### config.mk
export PLATFORM = sky130hd
export DESIGN_NAME = alu_issue_ctrl_flat
export DESIGN_NICKNAME = d
export VERILOG_FILES = /design/src/rtl/alu_issue_ctrl_if.sv /design/src/rtl/alu_issue_ctrl.sv /design/src/flat_wrapper.sv
export SDC_FILE = /design/constraint.sdc
export NUM_CORES = 1
export LEC_CHECK = 0
export CAP_MARGIN = 40
export CORE_ASPECT_RATIO = 1.4
export CORE_UTILIZATION = 40
export DETAILED_ROUTE_END_ITERATION = 10
export PLACE_DENSITY = 0.78
export SYNTH_ARGS = -nofsm -noshare
export SYNTH_HDL_FRONTEND = slang
export SYNTH_SLANG_ARGS = --single-unit
### constraint.sdc
create_clock -name clk -period 2 [get_ports clk]
set_clock_uncertainty 0.2 [all_clocks]
set_input_delay 0.3 -clock clk [delete_from_list [all_inputs] [get_ports clk]]
set_output_delay 0.3 -clock clk [all_outputs]
set_load 0.005 [all_outputs]
### src/rtl/alu_issue_ctrl_if.sv
// alu_issue_ctrl_if: request, ALU and result signals of the issue controller.
// slave is the controller side, master drives requests and models the ALU.
interface alu_issue_ctrl_if #(
   parameter int WIDTH = 4,
   parameter int OP_W  = 3,
   parameter int CNT_W = 8
);
   logic             in_valid;
   logic             in_ready;
   logic [WIDTH-1:0] in_a;
   logic [WIDTH-1:0] in_b;
   logic [OP_W-1:0]  in_op;
   logic             in_acc;
   logic [WIDTH-1:0] n1;
   logic [WIDTH-1:0] n2;
   logic [OP_W-1:0]  operator;
   logic [WIDTH-1:0] X;
   logic [1:0]       CCR;
   logic             res_valid;
   logic             res_ready;
   logic [WIDTH-1:0] res;
   logic [1:0]       res_ccr;
   logic [WIDTH-1:0] acc;
   logic [CNT_W-1:0] op_count;
   logic             flag_clr;
   logic             sticky_c;
   logic             sticky_v;
   modport slave (
      input  in_valid, in_a, in_b, in_op, in_acc, X, CCR, res_ready, flag_clr,
      output in_ready, n1, n2, operator, res_valid, res, res_ccr, acc, op_count, sticky_c, sticky_v
   );
   modport master (
      output in_valid, in_a, in_b, in_op, in_acc, X, CCR, res_ready, flag_clr,
      input  in_ready, n1, n2, operator, res_valid, res, res_ccr, acc, op_count, sticky_c, sticky_v
   );
endinterface

### src/rtl/alu_issue_ctrl.sv
// alu_issue_ctrl: registers ALU operands, captures X/CCR into a result/accumulator.
// Optional sticky carry/overflow flags under ALU_STICKY_FLAGS_EN.
module alu_issue_ctrl #(
   parameter int WIDTH = 4,
   parameter int OP_W  = 3,
   parameter int CNT_W = 8
) (
   input logic         clk,
   input logic         rst,
   alu_issue_ctrl_if.slave bus
);
   typedef enum logic [1:0] {IDLE, EXEC, DONE} state_t;
   state_t           state_q, state_d;
   logic [WIDTH-1:0] n1_q, n2_q, res_q, acc_q;
   logic [OP_W-1:0]  op_q;
   logic [1:0]       ccr_q;
   logic [CNT_W-1:0] cnt_q;
   logic             in_ready, accept, capture;
   always_comb begin
      in_ready = !rst && (state_q == IDLE || (state_q == DONE && bus.res_ready));
      accept   = bus.in_valid && in_ready;
      capture  = state_q == EXEC;
      state_d  = accept ? EXEC
               : capture ? DONE
               : (state_q == DONE && bus.res_ready) ? IDLE : state_q;
   end
   always_ff @(posedge clk) begin
      if (rst) begin
         state_q <= IDLE;
         n1_q    <= '0;
         n2_q    <= '0;
         op_q    <= '0;
         res_q   <= '0;
         ccr_q   <= '0;
         acc_q   <= '0;
         cnt_q   <= '0;
      end else begin
         state_q <= state_d;
         if (accept) begin
            n1_q <= bus.in_acc ? acc_q : bus.in_a;
            n2_q <= bus.in_b;
            op_q <= bus.in_op;
         end
         if (capture) begin
            res_q <= bus.X;
            ccr_q <= bus.CCR;
            acc_q <= bus.X;
            cnt_q <= cnt_q + CNT_W'(1);
         end
      end
   end
`ifdef ALU_STICKY_FLAGS_EN
   logic sticky_c_q, sticky_v_q;
   // a capture in the same cycle as flag_clr still sets the flag
   always_ff @(posedge clk) begin
      if (rst) begin
         sticky_c_q <= 1'b0;
         sticky_v_q <= 1'b0;
      end else begin
         sticky_c_q <= (bus.flag_clr ? 1'b0 : sticky_c_q) | (capture & bus.CCR[1]);
         sticky_v_q <= (bus.flag_clr ? 1'b0 : sticky_v_q) | (capture & bus.CCR[0]);
      end
   end
   assign bus.sticky_c = sticky_c_q;
   assign bus.sticky_v = sticky_v_q;
`else
   logic unused_flag_clr;
   assign unused_flag_clr = bus.flag_clr;
   assign bus.sticky_c    = 1'b0;
   assign bus.sticky_v    = 1'b0;
`endif
   assign bus.in_ready  = in_ready;
   assign bus.n1        = n1_q;
   assign bus.n2        = n2_q;
   assign bus.operator  = op_q;
   assign bus.res_valid = state_q == DONE;
   assign bus.res       = res_q;
   assign bus.res_ccr   = ccr_q;
   assign bus.acc       = acc_q;
   assign bus.op_count  = cnt_q;
endmodule

### src/flat_wrapper.sv
// flat-port wrapper written by rule: the top's interface ports become plain ports
module alu_issue_ctrl_flat 
#(
   parameter int WIDTH = 4,
   parameter int OP_W  = 3,
   parameter int CNT_W = 8
)
  (clk, rst, bus_in_valid, bus_in_a, bus_in_b, bus_in_op, bus_in_acc, bus_X, bus_CCR, bus_res_ready, bus_flag_clr, bus_in_ready, bus_n1, bus_n2, bus_operator, bus_res_valid, bus_res, bus_res_ccr, bus_acc, bus_op_count, bus_sticky_c, bus_sticky_v);
  alu_issue_ctrl_if #(.WIDTH(WIDTH), .OP_W(OP_W), .CNT_W(CNT_W)) bus_i ();
  input logic clk;
  input logic rst;
  input wire logic [$bits(bus_i.in_valid)-1:0] bus_in_valid;
  input wire logic [$bits(bus_i.in_a)-1:0] bus_in_a;
  input wire logic [$bits(bus_i.in_b)-1:0] bus_in_b;
  input wire logic [$bits(bus_i.in_op)-1:0] bus_in_op;
  input wire logic [$bits(bus_i.in_acc)-1:0] bus_in_acc;
  input wire logic [$bits(bus_i.X)-1:0] bus_X;
  input wire logic [$bits(bus_i.CCR)-1:0] bus_CCR;
  input wire logic [$bits(bus_i.res_ready)-1:0] bus_res_ready;
  input wire logic [$bits(bus_i.flag_clr)-1:0] bus_flag_clr;
  output wire logic [$bits(bus_i.in_ready)-1:0] bus_in_ready;
  output wire logic [$bits(bus_i.n1)-1:0] bus_n1;
  output wire logic [$bits(bus_i.n2)-1:0] bus_n2;
  output wire logic [$bits(bus_i.operator)-1:0] bus_operator;
  output wire logic [$bits(bus_i.res_valid)-1:0] bus_res_valid;
  output wire logic [$bits(bus_i.res)-1:0] bus_res;
  output wire logic [$bits(bus_i.res_ccr)-1:0] bus_res_ccr;
  output wire logic [$bits(bus_i.acc)-1:0] bus_acc;
  output wire logic [$bits(bus_i.op_count)-1:0] bus_op_count;
  output wire logic [$bits(bus_i.sticky_c)-1:0] bus_sticky_c;
  output wire logic [$bits(bus_i.sticky_v)-1:0] bus_sticky_v;
  assign bus_i.in_valid = bus_in_valid;
  assign bus_i.in_a = bus_in_a;
  assign bus_i.in_b = bus_in_b;
  assign bus_i.in_op = bus_in_op;
  assign bus_i.in_acc = bus_in_acc;
  assign bus_i.X = bus_X;
  assign bus_i.CCR = bus_CCR;
  assign bus_i.res_ready = bus_res_ready;
  assign bus_i.flag_clr = bus_flag_clr;
  assign bus_in_ready = bus_i.in_ready;
  assign bus_n1 = bus_i.n1;
  assign bus_n2 = bus_i.n2;
  assign bus_operator = bus_i.operator;
  assign bus_res_valid = bus_i.res_valid;
  assign bus_res = bus_i.res;
  assign bus_res_ccr = bus_i.res_ccr;
  assign bus_acc = bus_i.acc;
  assign bus_op_count = bus_i.op_count;
  assign bus_sticky_c = bus_i.sticky_c;
  assign bus_sticky_v = bus_i.sticky_v;
  alu_issue_ctrl #(.WIDTH(WIDTH), .OP_W(OP_W), .CNT_W(CNT_W)) u_core (.clk(clk), .rst(rst), .bus(bus_i));
endmodule
==> metrics <==
time the worst path needs with I/O delays and setup=1.86 ns; Post-Syn Area per Cell=9.30 sq um; CP Data Required Time=1.50 ns; Synth Flop Type=dfxtp_1; period utilization=92.8%; core area=2850 sq um; async set-reset flop share out of synthesis=0%; root buffer cell=clkbuf_8; cells along the critical path=nor2b_1 -> clkdlybuf4s50_1; antenna violations before repair=0; Synth top area share=45.0%; Post-DP HPWL=2110 microns; layout cell share with drive strength beyond 1=12.4%; Worst-path clk slew=0.10 ns; status=complete, no violations; most frequent cell after synthesis=dfxtp_1; commonest cells in the netlist=dfxtp_1, nand2_1, a21oi_1, nor2b_1; Synth area leaders=dfxtp_1, mux2_2, nor2b_1; initial DRC count=14; RR Startpoint=u_core.state_q[0]$_SDFFE_PP0P_; Max Cap Viol=0; Die X=48.3 microns; Max Slew Vio Count=0; area grow syn2layout=48.1%; CP peak stage delay=0.52 ns; Worst Path Arrival=1.36 ns; post-synthesis cell type count=30; Worst VDD drop=0.593 mV; RSZ-0062 raised after global routing=no; Critical R2R Capture=u_core.bus.op_count[7]$_SDFFE_PP0P_; postcts setup bufs=0; Syn Inst Count=129; I/O pin count=56; Hold Path End=u_core.bus.res_ccr[0]$_SDFFE_PP0P_; startpoint types=flip-flop; H-tree lvl count=1; Routed wire per std cell=12.9 microns; Seq/Total Area, Yosys=45.0%; Hold WC Path Type=flip-flop to flip-flop; die height=66.8 microns; yosys warns=0; critical path's top delay family=buffers and inverters; crit path kind=flip-flop to output pin; Critical-path top delay cell=clkdlybuf4s50_1; Hold Path Depth=2; vias in the first global route=1011; grt ovf=0; total track usage=17.8%; CP endpoint kind=output pin; final WL=2750 microns; filler cell count=247; hold_buf cts=0; setup_tns=0 ns; DRT antenna net count=0; beginning of the worst hold path=u_core.bus.res_ccr[0]$_SDFFE_PP0P_; final worst-path setup slack=0.144 ns; Residual DRC=0; later-pin clock latency in the skew report=0.28 ns; drt pass-1 iters=4; P_leak=0.647 nW; WP depth=2; max frequency=539 MHz; reg2reg path depth=3; Post-Syn Area=1200 sq um; final setup violation count=0; Place WS=0.000710 ns; CP max FO=8; Hold Vio Cnt, Final=0; port bufs=52; Synth Register Bits=27; Rows=23; Vias per Instance=5.00; Post-synth EDFFs=0; CTS Buffer Depth=2; largest area contributor in the netlist=dfxtp_1; vias post-DR=1071; Pwr Density=628 nW/um^2; GPL Wtd Cong=0.742; CTS tree=built; worst path bufs/invs=1; Starting Density=42.1%; largest net degree at the start of global routing=29; CTS buffer count=3; die area=3230 sq um; flop2flop setup slack=0.45 ns; Final nets=202; clk sinks=27; ant diodes=0; first-pass GRT wire length=4170 microns
[metal layers]
metal	global-route usage (%)	vias up	part of all wire (%)
met3	4.34	4	6.0
li1	-	533	-
met1	18.0	498	40
met4	5.21	0	0.98
met2	33.2	36	53
met5	0	-	0
[worst min-delay path, delay by kind of cell, from the launching register on]
| kind | cells | cell delay, ns |
|---|---|---|
| AO/OA/AOI/OAI | 1 | 0.05 |
| flip-flops | 1 | 0.32 |
| AND/OR/NAND/NOR | 1 | 0.05 |
[logic make-up after synthesis]
logic type / after synthesis / synth area share (%)
AOI/OAI and AO/OA: 24 / 12.1
and+or+nand+nor: 47 / 21.8
buffers and inverters: 15 / 7.40
DFF: 27 / 45.0
xor gates and xnor gates: 2 / 1.46
adders and majority gates: 1 / 1.04
other: 1 / 0.313
muxes: 12 / 10.8
[where the power goes]
group	internal (mW)	switching, mW	total, mW
sequential	0.567	0.0231	0.590
clock	0.142	0.179	0.321
combinational	0.134	0.0720	0.206
total	0.842	0.274	1.12
[cell usage in the layout (no fill, tap or decap), drive strengths merged, types with 2 or more instances in the layout]
cell,instances
a21oi,11
a311oi,4
a31oi,4
buf,5
clkbuf,3
clkdlybuf4s50,51
conb,2
dfxtp,27
mux2,8
mux2i,4
nand2,16
nand2b,2
nand3,3
nand4,2
nor2,6
nor2b,10
o21ai,3
o31ai,2
or3,2
or4,2
xnor2,2
[repair_timing]
action / in CTS / in global routing
setup endpoints to repair: 1 / 2
resized for setup: 1 / 2
endpoints found under the hold margin: 0 / 0
[how the worst max path moves through the flow]
stage / start / to / slack (ns)
after floorplan: u_core.state_q[0]$_SDFFE_PP0P_ / u_core.bus.op_count[4]$_SDFFE_PP0P_ / 0.54
after global placement: bus_res_ready / bus_in_ready / 0.02
after detailed placement: bus_res_ready / bus_in_ready / 0.0007
after CTS: bus_res_ready / bus_in_ready / 0.0005
after global routing: u_core.state_q[1]$_SDFFE_PP0P_ / bus_res_valid / 0.07
final: u_core.state_q[1]$_SDFFE_PP0P_ / bus_res_valid / 0.14
[sequential cells by signal (all words and copies together) (netlist names)]
register,cells
u_core.bus.n2,4
u_core.bus.res_ccr,2
u_core.bus.op_count,8
u_core.bus.n1,4
u_core.state_q,2
u_core.bus.acc,4
u_core.bus.operator,3
[metrics by stage]
step / hold WS (ns) / instance area [sq um] / instances / utilization, % / total power, mW
final: 0.261 / 1780 / 214 / 62.4 / 1.12
after floorplan: 0.236 / 1200 / 130 / - / 0.694
after CTS: 0.264 / 1770 / 214 / 62.2 / 1.13
after detailed placement: 0.251 / 1720 / 210 / 60.5 / 0.811
after global routing: 0.282 / 1780 / 214 / 62.4 / 1.17
after global placement: 0.245 / 1720 / 210 / 60.5 / 0.803
[final cells by class]
type	instances	area (sq um)	area share, %
multi-input cells	88	574	32.3
repair buffers	57	561	31.5
flip-flops and latches	27	543	30.6
well taps	37	46.3	2.61
clock buffers	3	41.3	2.32
clock inverters	1	7.51	0.423
inverters	1	3.75	0.211
Note: power is estimated with default switching activity, not from simulation.
